[config.mk]
export PLATFORM = sky130hd
export DESIGN_NAME = keypad_scanner
export DESIGN_NICKNAME = d
export VERILOG_FILES = /design/src/rtl/game_pkg.sv /design/src/rtl/keypad_col_scan.sv /design/src/rtl/keypad_scanner.sv
export SDC_FILE = /design/constraint.sdc
export NUM_CORES = 1
export LEC_CHECK = 0
export ABC_AREA = 1
export CORE_ASPECT_RATIO = 1.2
export CORE_UTILIZATION = 30
export CTS_CLUSTER_SIZE = 24
export DETAILED_ROUTE_END_ITERATION = 8
export GPL_TIMING_DRIVEN = 0
export SLEW_MARGIN = 20
export SYNTH_ARGS = -nofsm -noshare
export SYNTH_HDL_FRONTEND = slang
export SYNTH_SLANG_ARGS = --single-unit
[constraint.sdc]
create_clock -name clk -period 5.1 [get_ports clk]
set_input_delay 0.765 -clock clk [delete_from_list [all_inputs] [get_ports clk]]
set_output_delay 0.765 -clock clk [all_outputs]
set_load 0.005 [all_outputs]
[src/rtl/game_pkg.sv]
// Shared types and helpers for the keypad front end of the game controller.
package game_pkg;

  localparam int unsigned KEY_W    = 4;
  localparam int unsigned NUM_COLS = 4;
  localparam int unsigned COL_W    = 2;

  typedef enum logic [1:0] {
    IDLE,
    CANDIDATE,
    PRESSED,
    RELEASE_WAIT
  } kp_state_e;

  typedef enum logic [1:0] {
    NONE,
    SINGLE,
    MULTI
  } frame_class_e;

  // Lowest-numbered active row in a column sample.
  function automatic logic [1:0] row_index(input logic [3:0] low);
    logic [1:0] idx;
    idx = 2'd0;
    for (int i = 3; i >= 0; i--) begin
      if (low[i]) idx = 2'(i);
    end
    return idx;
  endfunction

  // Number of active rows, saturated at 2 (anything above one is "many").
  function automatic logic [1:0] low_count(input logic [3:0] low);
    logic [2:0] n;
    n = 3'(low[0]) + 3'(low[1]) + 3'(low[2]) + 3'(low[3]);
    return (n > 3'd1) ? 2'd2 : n[1:0];
  endfunction

endpackage

[src/rtl/keypad_col_scan.sv]
// Column driver, row synchronizer and per-frame classifier for a 4x4 matrix keypad.
module keypad_col_scan
  import game_pkg::*;
#(
  parameter int unsigned SCAN_DIV = 4
) (
  input  logic             clk,
  input  logic             reset,
  input  logic [3:0]       row_in,
  output logic [3:0]       col_out,
  output logic             frame_done,
  output frame_class_e     frame_class,
  output logic [KEY_W-1:0] frame_code
);

  localparam int unsigned DIV_W = (SCAN_DIV > 1) ? $clog2(SCAN_DIV) : 1;

  logic [3:0]       sync1_q, sync1_d, sync2_q, sync2_d;
  logic [DIV_W-1:0] dwell_q, dwell_d;
  logic [COL_W-1:0] col_q, col_d;
  logic [3:0]       col_out_q, col_out_d;
  logic [1:0]       acc_cnt_q, acc_cnt_d;
  logic [KEY_W-1:0] acc_code_q, acc_code_d;
  logic             frame_done_q, frame_done_d;
  frame_class_e     frame_class_q, frame_class_d;
  logic [KEY_W-1:0] frame_code_q, frame_code_d;

  logic [3:0]       low;
  logic [1:0]       col_cnt, base_cnt, new_cnt;
  logic [2:0]       sum_cnt;
  logic [KEY_W-1:0] base_code, new_code;

  always_comb begin
    sync1_d       = row_in;
    sync2_d       = sync1_q;
    dwell_d       = dwell_q;
    col_d         = col_q;
    col_out_d     = col_out_q;
    acc_cnt_d     = acc_cnt_q;
    acc_code_d    = acc_code_q;
    frame_done_d  = 1'b0;
    frame_class_d = frame_class_q;
    frame_code_d  = frame_code_q;

    // Column 0 starts a fresh frame accumulation.
    low       = ~sync2_q;
    col_cnt   = low_count(low);
    base_cnt  = (col_q == '0) ? 2'd0 : acc_cnt_q;
    base_code = (col_q == '0) ? '0 : acc_code_q;
    sum_cnt   = 3'(base_cnt) + 3'(col_cnt);
    new_cnt   = (sum_cnt > 3'd1) ? 2'd2 : sum_cnt[1:0];
    new_code  = (base_cnt == 2'd0 && col_cnt == 2'd1) ? {row_index(low), col_q} : base_code;

    if (dwell_q == DIV_W'(SCAN_DIV - 1)) begin
      dwell_d    = '0;
      col_d      = COL_W'(col_q + COL_W'(1));
      col_out_d  = {col_out_q[2:0], col_out_q[3]};
      acc_cnt_d  = new_cnt;
      acc_code_d = new_code;
      if (col_q == COL_W'(NUM_COLS - 1)) begin
        frame_done_d  = 1'b1;
        frame_code_d  = new_code;
        frame_class_d = (new_cnt == 2'd0) ? NONE : (new_cnt == 2'd1) ? SINGLE : MULTI;
      end
    end else begin
      dwell_d = DIV_W'(dwell_q + DIV_W'(1));
    end
  end

  always_ff @(posedge clk) begin
    if (reset) begin
      sync1_q       <= 4'hF;
      sync2_q       <= 4'hF;
      dwell_q       <= '0;
      col_q         <= '0;
      col_out_q     <= 4'b1110;
      acc_cnt_q     <= 2'd0;
      acc_code_q    <= '0;
      frame_done_q  <= 1'b0;
      frame_class_q <= NONE;
      frame_code_q  <= '0;
    end else begin
      sync1_q       <= sync1_d;
      sync2_q       <= sync2_d;
      dwell_q       <= dwell_d;
      col_q         <= col_d;
      col_out_q     <= col_out_d;
      acc_cnt_q     <= acc_cnt_d;
      acc_code_q    <= acc_code_d;
      frame_done_q  <= frame_done_d;
      frame_class_q <= frame_class_d;
      frame_code_q  <= frame_code_d;
    end
  end

  assign col_out     = col_out_q;
  assign frame_done  = frame_done_q;
  assign frame_class = frame_class_q;
  assign frame_code  = frame_code_q;

endmodule

[src/rtl/keypad_scanner.sv]
// Debounced 4x4 keypad scanner: one keypad_enable pulse per clean press, no auto-repeat.
module keypad_scanner
  import game_pkg::*;
#(
  parameter int unsigned SCAN_DIV        = 4,
  parameter int unsigned DEBOUNCE_FRAMES = 3
) (
  input  logic             clk,
  input  logic             reset,
  input  logic             enable,
  input  logic [3:0]       row_in,
  output logic [3:0]       col_out,
  output logic [KEY_W-1:0] keypad_data,
  output logic             keypad_enable,
  output logic             key_held
);

  localparam int unsigned CNT_W = $clog2(DEBOUNCE_FRAMES + 1);

  logic             frame_done;
  frame_class_e     frame_class;
  logic [KEY_W-1:0] frame_code;

  kp_state_e        state_q, state_d;
  logic [KEY_W-1:0] cand_q, cand_d;
  logic [CNT_W-1:0] cnt_q, cnt_d, cnt_inc;
  logic [KEY_W-1:0] data_q, data_d;
  logic             ken_q, ken_d;
  logic             held_q, held_d;
  logic             cnt_hit, accept;

  keypad_col_scan #(.SCAN_DIV(SCAN_DIV)) u_col_scan (
    .clk         (clk),
    .reset       (reset),
    .row_in      (row_in),
    .col_out     (col_out),
    .frame_done  (frame_done),
    .frame_class (frame_class),
    .frame_code  (frame_code)
  );

  always_comb begin
    state_d = state_q;
    cand_d  = cand_q;
    cnt_d   = cnt_q;
    data_d  = data_q;
    ken_d   = 1'b0;
    accept  = 1'b0;
    cnt_inc = CNT_W'(cnt_q + CNT_W'(1));
    cnt_hit = (cnt_inc == CNT_W'(DEBOUNCE_FRAMES));

    if (frame_done) begin
      case (state_q)
        IDLE: begin
          if (frame_class == SINGLE) begin
            cand_d = frame_code;
            cnt_d  = CNT_W'(1);
            if (DEBOUNCE_FRAMES == 1) accept = 1'b1;
            else                      state_d = CANDIDATE;
          end
        end
        CANDIDATE: begin
          if (frame_class == SINGLE && frame_code == cand_q) begin
            cnt_d = cnt_inc;
            if (cnt_hit) accept = 1'b1;
          end else if (frame_class == SINGLE) begin
            cand_d = frame_code;
            cnt_d  = CNT_W'(1);
          end else begin
            state_d = IDLE;
          end
        end
        PRESSED: begin
          // A multi-key frame still counts as held.
          if (frame_class == NONE) begin
            cnt_d   = CNT_W'(1);
            state_d = (DEBOUNCE_FRAMES == 1) ? IDLE : RELEASE_WAIT;
          end
        end
        RELEASE_WAIT: begin
          if (frame_class == NONE) begin
            cnt_d = cnt_inc;
            if (cnt_hit) state_d = IDLE;
          end else begin
            state_d = PRESSED;
          end
        end
        default: state_d = IDLE;
      endcase
    end

    // A press accepted while disabled is consumed without a pulse.
    if (accept) begin
      state_d = PRESSED;
      if (enable) begin
        data_d = cand_d;
        ken_d  = 1'b1;
      end
    end

    held_d = (state_d == PRESSED) || (state_d == RELEASE_WAIT);
  end

  always_ff @(posedge clk) begin
    if (reset) begin
      state_q <= IDLE;
      cand_q  <= '0;
      cnt_q   <= '0;
      data_q  <= '0;
      ken_q   <= 1'b0;
      held_q  <= 1'b0;
    end else begin
      state_q <= state_d;
      cand_q  <= cand_d;
      cnt_q   <= cnt_d;
      data_q  <= data_d;
      ken_q   <= ken_d;
      held_q  <= held_d;
    end
  end

  assign keypad_data   = data_q;
  assign keypad_enable = ken_q;
  assign key_held      = held_q;

endmodule

==> summary.md, run 1 <==
| Metric | Value |
|---|---|
| Post-route ant nets | 0 |
| Routed WL | 3510 µm |
| Hold Path Class | reg2reg |
| Vias in the first global route | 1,480 |
| Post-synth top area cell | dfxtp_1 |
| Post-layout nets | ~300 |
| Final GP Congestion | 0.747 |
| Critical path's largest stage delay | 0.48 ns |
| Global-route wire length before repair | 6340 µm |
| Die Wd | ~76 µm |
| Syn_nets | 276 |
| Total CTS buffers | 5 |
| Max VDD drop | about 0.17 mV |
| Critical path, cell by cell | inv_1 > ha_1 > fa_1 > inv_1 > ha_1 > nor2_1 > nand2_1 > inv_1 > ha_1 > inv_1 > fa_1 > nand2_1 > inv_1 > nand2_1 > a21oi_1 |
| Post-synth ARST share | 0% |
| Sw Pwr | between 0.15 and 0.2 mW |
| Area of the core | 0.00641 mm² |
| DR vias | 1,548 |
| Routed len/inst | 9.54 µm |
| Pin count of the biggest net entering global routing | 16 |
| Initial Util | between 30% and 40% |
| Overflow after GRT | 0 |
| Synthesized area per cell | 7.67 µm² |
| Reg power frac | 54.8% |
| Post-CTS setup buffer count | 0 |
| Post-synth EDFFs | 0 |
| Clk_lat worst skew | 0.30 ns |
| CTS resizes | 0 |
| Critical path's top delay family | adder cells |
| Cts hold-fix bufs | 0 |
| Final hold vios | 0 |
| Clock buffer depth | 2 |
| Die Y | 91.1 µm |
| Required time of the critical path | 5.33 ns |
| Layout area overhead | 18.1% |
| Final core utilization | 36.6% |
| Crit path buffers/inverters | 5 |
| Post-Syn Area | about 0.002 mm² |
| CP most frequent cell | inv_1 |
| Most frequent cell after synthesis | nand2_1 |
| Setup TNS Final | 0 ns |
| H-tree Lvls | 2 |
| Crit-path max FO | 3 |
| Drt pass-1 iters | 4 |
| Yosys Warn Count | 0 |
| CP Capture Type | flop |
| Reg2Reg Setup Slack | 2.31 ns |
| Commonest cells post-synth | 59 x nand2_1, 43 x dfxtp_1, 43 x inv_1 |
| RSZ-0062 raised after global routing | no |
| Worst path slowest cell | fa_1 |
| CTS sink cnt | 43 |
| Num ports | 17 |
| Crit path kind | reg2reg |
| Via density | between 4 and 5 |
| # DRC | 0 |
| Iteration-0 DRC Markers | 67 |
| Seq cells post-synth | 43 |
| Pint | between 0.4 and 0.5 mW |
| Status | completed |
| Top_reg_cell synth | dfxtp_1 |
| Final cycle utilization of the critical path | 54.6% |
| Total track usage | 11.2% |
| Post-Syn Instances | 259 |
| Tmin final | 2.79 ns |
| Crit start category | flop |
| Synth unique cells | 27 |
| CTS tree | done |
| Clk pwr share | 35.4% |
| DP HPWL | 2640 µm |
| Arrival @ worst endpoint | 3.02 ns |
| Sw Ratio | 27.0% |
| Port bufs | 16 |
| Ant diodes | 0 |
| Fmax | 0.359 GHz |
| Die area | 0.00695 mm² |
| Comb pwr share | 9.9% |
| Clock-pin slew on the worst setup and hold paths | 0.09 ns |
| Largest cells by area after synthesis | dfxtp_1 43%, nand2_1 11%, inv_1 8.1%, ha_1 5.0%, a21oi_1 3.5% |
| Leakage power | 1.09 nW |
| Pwr dens | 273 mW/mm² |
| Antenna violations before repair | 0 |
| Share of the synthesized area in the top cell type | 43.4% |
| Root Driver | clkbuf_8 |
| Sequential share of the synthesized area | 43.4% |
| Worst Clk Skew | 0.00888 ns |
| Max-cap violations | 0 |
| Setup-failing EPs final | 0 |
| Worst Tran Pin Value | 0.478 ns |
| Max-slew headroom | 68.1% |
| Share of post-route cells with drive strength above 1 | around 16% |
| Final Max Tran Viols | 0 |
| Placement Rows | 32 |
-- final cells by class --
class                   count  area (µm²)
flip-flops and latches     43         861
fillers                   690        4060
inverters                  52         195
plain buffers               2        7.51
multi-input cells         162         922
clock inverters             3        23.8
repair buffers             16         160
well taps                  85         106
clock buffers               5        68.8
-- through the flow --
step	hold WS (ns)	instances	cell area (µm²)	power (mW)	setup slack (ns)
3_5_place_dp	0.392	360	2250	0.423	2.33
4_1_cts	0.416	368	2340	0.650	2.29
2_1_floorplan	0.389	259	1990	0.401	2.54
5_1_grt	0.423	368	2340	0.671	2.06
3_3_place_gp	0.391	360	2250	0.421	2.38
6_report	0.414	368	2340	0.641	2.31
-- power groups by stage --
stage | logic (mW) | clock network, mW | registers [mW]
5_1_grt | 0.0737 | 0.245 | 0.353
3_5_place_dp | 0.0643 | 0 | 0.359
3_3_place_gp | 0.0629 | 0 | 0.358
2_1_floorplan | 0.0434 | 0 | 0.358
4_1_cts | 0.0646 | 0.234 | 0.351
6_report | 0.0633 | 0.226 | 0.351
-- cell usage in the layout (no fill, tap or decap), drive strengths merged, types with 2 or more instances in the layout --
cell type / count
a21oi: 15
inv: 53
clkbuf: 7
o22ai: 3
nand4: 4
dfxtp: 43
clkinvlp: 2
nand3: 6
a22oi: 3
clkdlybuf4s50: 16
nor2: 26
o21ai: 17
nand2: 65
o31ai: 2
nor3: 2
fa: 2
or2: 8
ha: 8
-- state kept, by name, indices dropped and copies added (netlist names), 2 cells and up --
register,cells
cand_q,4
cnt_q,2
keypad_data,4
state_q,2
u_col_scan.acc_cnt_q,2
u_col_scan.acc_code_q,4
u_col_scan.col_out,4
u_col_scan.col_q,2
u_col_scan.dwell_q,2
u_col_scan.frame_class,2
u_col_scan.frame_code,4
u_col_scan.sync1_q,4
u_col_scan.sync2_q,4
-- cell families (layout without fill, tap and decap cells) --
group	after synthesis	count (layout)	synth area share (%)
AND/OR/NAND/NOR	111	111	27.7
adder cells (fa/ha/maj)	10	10	7.06
AO/OA/AOI/OAI	41	41	11.7
buffers and inverters	54	78	10.2
flip-flops	43	43	43.4
-- per-layer routing --
layer	vias to the layer above	track usage (%)	wire length [µm]
li1	853	-	-
met1	670	13.3	1720
met2	20	19.4	1660
met3	5	3.12	105
met4	0	3.37	29
met5	-	0	0
-- worst reg2reg max path, delay by kind of cell, from the launching register on --
family,cells,cell delay (ns)
flip-flops,1,0.36
buffers and inverters,5,0.34
AND/OR/NAND/NOR,4,0.30
adder cells (fa/ha/maj),5,1.58
AO/OA/AOI/OAI,1,0.14
-- worst paths after layout --
check,start,to,cells after the start
max,u_col_scan.sync2_q[0]$_SDFF_PP1_,u_col_scan.frame_class[0]$_SDFFE_PP0P_,15
min,u_col_scan.sync1_q[0]$_SDFF_PP1_,u_col_scan.sync2_q[0]$_SDFF_PP1_,1
max reg2reg,u_col_scan.sync2_q[0]$_SDFF_PP1_,u_col_scan.frame_class[0]$_SDFFE_PP0P_,15
min reg2reg,u_col_scan.sync1_q[0]$_SDFF_PP1_,u_col_scan.sync2_q[0]$_SDFF_PP1_,1
No activity file was read; power rests on OpenSTA's default activity.
==> run 2, diff against run 1 <==
- clock period: 5.1 -> 2.5 ns (I/O delays scaled with it)
==> summary.md, run 2 (synthesis results as in run 1) <==
| Metric | Value |
|---|---|
| Critical path's largest stage delay | 0.49 ns (about the same) |
| Die Wd | 76.3 µm (unchanged) |
| Clk_lat worst skew | 0.28 ns (-0.02 ns) |
| Final cycle utilization of the critical path | 100% (+46 points) |
| DP HPWL | 2660 µm (+0.54%) |
| Global-route wire length before repair | 6420 µm (+1.2%) |
| Min Hold Slack | 0.411 ns (-0.00327 ns) |
| Final GP Congestion | 0.751 (+0.46%) |
| CP Capture Type | flop |
| RSZ-0062 raised after global routing | yes |
| CTS sink cnt | 43 (unchanged) |
| Worst Clk Skew | 0.00198 ns (-0.00691 ns) |
| Area of the core | 0.00641 mm² (unchanged) |
| Via density | 4.27 (+1.6%) |
| Worst reg2reg path depth | 15 (unchanged) |
| Required time of the critical path | 2.73 ns (-2.60 ns) |
| Port bufs | 16 (unchanged) |
| Die Y | 91.1 µm (unchanged) |
| Reg2Reg Setup Slack | -0.01 ns (-2.32 ns) |
| Clock buffer depth | 2 (unchanged) |
| Tmin final | 2.51 ns (-0.276 ns) |
| Max-slew headroom | 65.9% (-2.3 points) |
| Pwr dens | 533 mW/mm² (+95%) |
| Post-route ant nets | 0 (unchanged) |
| Initial Util | 31.0% (unchanged) |
| Max-cap violations | 0 (unchanged) |
| Crit path kind | reg2reg |
| CTS tree | done |
| Arrival @ worst endpoint | 2.74 ns (-0.28 ns) |
| Status | complete, but fails checks |
| Worst Hold Launch | u_col_scan.sync1_q[2]$_SDFF_PP1_ |
| Routed WL | 3580 µm (+1.9%) |
| Pin count of the biggest net entering global routing | 13 (-3) |
| DR vias | 1,586 (+2.5%) |
| Layout area overhead | 22.0% |
| WHS Path Cells | 1 (unchanged) |
| Final core utilization | 37.8% (+1.2 points) |
| Total CTS buffers | 5 (unchanged) |
| Met2 global-route usage | 20.1% (+0.75 points) |
| Grt met1 use | 12.9% (-0.42 points) |
| Hold Path Class | reg2reg |
| Setup-failing EPs final | 1 (+1) |
| Antenna violations before repair | 0 (unchanged) |
| Leakage power | 1.09 nW (+0.73%) |
| Critical path, cell by cell | inv_2 > ha_4 > fa_2 > inv_2 > ha_4 > nor2_4 > nand2_2 > inv_2 > ha_4 > inv_2 > fa_1 > nand2_2 > inv_2 > nand2_2 > a21oi_2 |
| Violated checks | negative setup slack |
| Final Max Tran Viols | 0 (unchanged) |
| Root Driver | clkbuf_8 |
| Worst path slowest cell | fa_1 |
| Worst Tran Pin Value | 0.512 ns (+0.0341 ns) |
| CP most frequent cell | inv_2 |
| Crit start category | flop |
| Post-layout nets | 302 (+1.0%) |
| Ant diodes | 0 (unchanged) |
| Iteration-0 DRC Markers | 50 (-25%) |
| # DRC | 0 (unchanged) |
| Commonest non-fill, non-tap cell in the layout | nand2_1 |
| Fmax | 0.398 GHz (+11%) |
| Final hold vios | 0 (unchanged) |
| Met3 Resource Use GR | 2.71% (-0.40 points) |
| Crit-path max FO | 2 (-1) |
| Routed len/inst | 9.64 µm (+1.1%) |
| Die area | 0.00695 mm² (unchanged) |
| Worst r2r src | u_col_scan.sync2_q[1]$_SDFF_PP1_ |
| H-tree Lvls | 2 (unchanged) |
| Register area | 863 µm² (+0.29%) |
| Grt peak-use layer | met2 |
| Fillers | 693 (+0.43%) |
| Num ports | 17 (unchanged) |
| Vias in the first global route | 1,543 (+4.3%) |
| Layout Cells excl Fill | 371 (+0.82%) |
| Worst r2r dst | u_col_scan.frame_class[0]$_SDFFE_PP0P_ |
| Overflow after GRT | 0 (unchanged) |
| Area occupied by multi-input gates | 986 µm² (+6.9%) |
| Max VDD drop | 0.320 mV (+85%) |
| Hold endpoint | u_col_scan.sync2_q[2]$_SDFF_PP1_ |
| Placed insts | 360 (unchanged) |
| Most frequent cells in the layout | 56 x nand2_1, 41 x dfxtp_1, 37 x inv_1 |
| Clock-pin slew on the worst setup and hold paths | 0.08 ns (about the same) |
| Worst setup margin | -0.00997 ns (-2.32 ns) |
| Share of post-route cells with drive strength above 1 | 22.0% (+6.5 points) |
| Drt pass-1 iters | 4 (unchanged) |
| Cts hold-fix bufs | 0 (unchanged) |
| Placement Rows | 32 (unchanged) |
| Total track usage | 11.2% (-0.019 points) |
## run 2: cell types whose count changed in the layout (fill, tap and decap cells not counted), moves of 3 or more
cell / delta
buf_4: +3
nand2_2: +3
ha_1: -3
inv_2: +6
inv_1: -6
ha_4: +3
nand2_1: -3
## run 2: final cells by class
class                   count  area share (%)
clock inverters             1           0.207
well taps                  85            4.39
multi-input cells         162            40.7
clock buffers               7            3.15
inverters                  52            8.06
repair buffers             19            7.54
flip-flops and latches     43            35.6
plain buffers               2           0.310
## run 2: critical path: cells and delay by family, from the launching register on
kind / cells / cell delay [ns]
adder cells (fa/ha/maj): 5 / 1.42
flip-flops: 1 / 0.34
buffers and inverters: 5 / 0.30
AND/OR/NAND/NOR: 4 / 0.26
AO/OA/AOI/OAI: 1 / 0.12
## run 2: what timing repair did
action | 4_1_cts | 5_1_grt
pin swaps | 8 | 9
gates resized for setup | 14 | 7
setup endpoints to repair | 4 | 5
setup buffers | 2 | 1
endpoints found under the hold margin | 0 | 0
## run 2: how the worst max path moves through the flow
stage	start	endpoint	slack, ns
3_5_place_dp	u_col_scan.sync2_q[1]$_SDFF_PP1_	u_col_scan.frame_class[0]$_SDFFE_PP0P_	-0.19
3_3_place_gp	u_col_scan.sync2_q[0]$_SDFF_PP1_	u_col_scan.frame_class[0]$_SDFFE_PP0P_	-0.15
5_1_grt	u_col_scan.sync2_q[1]$_SDFF_PP1_	u_col_scan.frame_class[0]$_SDFFE_PP0P_	-0.16
6_report	u_col_scan.sync2_q[1]$_SDFF_PP1_	u_col_scan.frame_class[0]$_SDFFE_PP0P_	-0.01
2_1_floorplan	u_col_scan.sync2_q[0]$_SDFF_PP1_	u_col_scan.frame_class[1]$_SDFFE_PP0P_	0.002
4_1_cts	u_col_scan.sync2_q[0]$_SDFF_PP1_	u_col_scan.frame_class[0]$_SDFFE_PP0P_	-0.05
## run 2: report_power, final
part,switching [mW],internal [mW]
combinational,0.0928,0.0635
clock,0.223,0.196
sequential,0.00955,0.706
total,0.325,0.966
## run 2: layer usage
metal	share of wire [%]	routed length, µm
met2	48	1720
met5	0	0
met3	3.5	125
met4	1.4	50
met1	47	1690
## run 2: metrics by stage
| stage | total power [mW] | TNS [ns] | cell area (µm²) | setup WS, ns |
|---|---|---|---|---|
| 6_report | 1.29 | -0.00997 | 2420 | -0.00997 |
| 5_1_grt | 1.36 | -0.534 | 2420 | -0.160 |
| 3_3_place_gp | 0.860 | -0.472 | 2250 | -0.148 |
| 3_5_place_dp | 0.862 | -0.650 | 2250 | -0.191 |
| 4_1_cts | 1.30 | -0.132 | 2390 | -0.0472 |
| 2_1_floorplan | 0.819 | 0 | 1990 | 0.00229 |
==> run 3, diff against run 2 <==
- MAX_ROUTING_LAYER: not set -> met4
==> summary.md, run 3 (synthesis results as in run 1) <==
| Metric | Value |
|---|---|
| Fmax | 0.398 GHz (about the same) |
| CTS tree | done |
| Placement Rows | 32 (unchanged) |
| Hold Path Class | reg2reg |
| Clock buffer depth | 2 (unchanged) |
| CP Capture Type | flop |
| Setup-failing EPs final | 1 (unchanged) |
| Tmin final | 2.51 ns (-0.000461 ns) |
| Met3 WL post-DR | 115 µm (-8.0%) |
| CTS sink cnt | 43 (unchanged) |
| Root Driver | clkbuf_8 |
| Post-route ant nets | 0 (unchanged) |
| Final Max Tran Viols | 0 (unchanged) |
| Final GP Congestion | 0.760 (+1.3%) |
| Die area | 0.00695 mm² (unchanged) |
| Total track usage | 11.5% (+0.32 points) |
| Worst setup margin | -0.00951 ns (+0.000461 ns) |
| Crit path kind | reg2reg |
| Share of post-route cells with drive strength above 1 | 22.0% (unchanged) |
| # DRC | 0 (unchanged) |
| Max VDD drop | 0.320 mV (about the same) |
| RSZ-0062 raised after global routing | yes |
| Layout Cells excl Fill | 371 (unchanged) |
| Violated checks | negative setup slack |
| Iteration-0 DRC Markers | 49 (-2.0%) |
| Routed wl met2 | 1700 µm (-0.76%) |
| Overflow after GRT | 0 (unchanged) |
| Worst Tran Pin Value | 0.512 ns (+0.000441 ns) |
| Crit-path max FO | 2 (unchanged) |
| Routed WL | 3590 µm (+0.28%) |
| Via density | 4.26 (-0.32%) |
| Clk_lat worst skew | 0.28 ns (about the same) |
| Port bufs | 16 (unchanged) |
| Clock-pin slew on the worst setup and hold paths | 0.08 ns (about the same) |
| DP HPWL | 2660 µm (unchanged) |
| WL met1 | 1710 µm (+1.4%) |
| Vias in the first global route | 1,549 (+0.39%) |
| Die Wd | 76.3 µm (unchanged) |
| Max layer used | met4 |
| Pwr dens | 533 mW/mm² (about the same) |
| Cts hold-fix bufs | 0 (unchanged) |
| Final Instance Area | 0.00242 mm² (unchanged) |
| Commonest non-fill, non-tap cell in the layout | nand2_1 |
| Pin count of the biggest net entering global routing | 13 (unchanged) |
| Total CTS buffers | 5 (unchanged) |
| Required time of the critical path | 2.73 ns (about the same) |
| Area of the core | 0.00641 mm² (unchanged) |
| Arrival @ worst endpoint | 2.74 ns (about the same) |
| Drt pass-1 iters | 4 (unchanged) |
| Routed len/inst | 9.67 µm (+0.28%) |
| Placed insts | 360 (unchanged) |
| Max-slew headroom | 65.8% (about the same) |
| Ant diodes | 0 (unchanged) |
| Worst Clk Skew | 0.00162 ns (-0.000356 ns) |
| DR vias | 1,581 (-0.32%) |
| Leakage power | 1.09 nW (unchanged) |
| Max-cap violations | 0 (unchanged) |
| Post-layout nets | 302 (unchanged) |
| Status | complete, but fails checks |
| Crit start category | flop |
| Layout area overhead | 22.0% (unchanged) |
| Min Hold Slack | 0.410 ns (-0.000183 ns) |
| Final cycle utilization of the critical path | 100% (about the same) |
| Die Y | 91.1 µm (unchanged) |
| Num ports | 17 (unchanged) |
| Global-route wire length before repair | 6430 µm (+0.20%) |
| Initial Util | 31.0% (unchanged) |
| Dpl cell area | 0.00225 mm² (unchanged) |
| Setup TNS Final | -0.00951 ns (+0.000461 ns) |
| Final hold vios | 0 (unchanged) |
| H-tree Lvls | 2 (unchanged) |
| Most frequent cells in the layout | 56 x nand2_1, 41 x dfxtp_1, 37 x inv_1 |
| Antenna violations before repair | 0 (unchanged) |
## run 3: power breakdown
group,internal [mW],switching (mW)
clock,0.196,0.223
combinational,0.0634,0.0928
sequential,0.706,0.00955
## run 3: path summary, 6_finish.rpt
kind | startpoint | end | slack [ns] | cells past startpoint
hold reg to reg | u_col_scan.sync1_q[2]$_SDFF_PP1_ | u_col_scan.sync2_q[2]$_SDFF_PP1_ | 0.41 | 1
hold / removal | u_col_scan.sync1_q[2]$_SDFF_PP1_ | u_col_scan.sync2_q[2]$_SDFF_PP1_ | 0.41 | 1
setup reg to reg | u_col_scan.sync2_q[1]$_SDFF_PP1_ | u_col_scan.frame_class[0]$_SDFFE_PP0P_ | -0.01 | 15
setup / recovery | u_col_scan.sync2_q[1]$_SDFF_PP1_ | u_col_scan.frame_class[0]$_SDFFE_PP0P_ | -0.01 | 15
## run 3: layer usage
metal,up-vias,GRT usage (%)
met5,-,-
met2,26,20.2
met3,9,2.71
li1,853,-
met4,0,3.37
met1,693,12.8
## run 3: critical path: stages, from the launching register on
cell     delay [ns]
dfxtp_2        0.34
inv_2          0.05
ha_4           0.23
fa_2           0.37
inv_2          0.08
ha_4           0.21
nor2_4         0.07
nand2_2        0.06
inv_2          0.08
ha_4           0.12
inv_2          0.03
fa_1           0.49
nand2_2        0.07
inv_2          0.06
nand2_2        0.06
a21oi_2        0.12
## run 3: what timing repair did
item,4_1_cts,5_1_grt
buffers inserted,2,1
endpoints found under the setup margin,4,5
pin swaps,8,9
resized for setup,14,7
hold endpoints to repair,0,0
## run 3: metrics by stage
stage               utilization (%)  setup WS, ns  total power [mW]
floorplan                         -       0.00229             0.819
global placement               35.2        -0.148             0.860
detailed placement             35.2        -0.191             0.862
CTS                            37.4       -0.0472              1.30
global route                   37.8        -0.160              1.36
finish                         37.8      -0.00951              1.29
## run 3: final cells by class
class | count | area, µm²
Fill cell | 693 | 3980
Multi-Input combinational cell | 162 | 986
Sequential cell | 43 | 863
Inverter | 52 | 195
Timing Repair Buffer | 19 | 183
Tap cell | 85 | 106
Clock buffer | 7 | 76.3
Buffer | 2 | 7.51
Clock inverter | 1 | 5.00
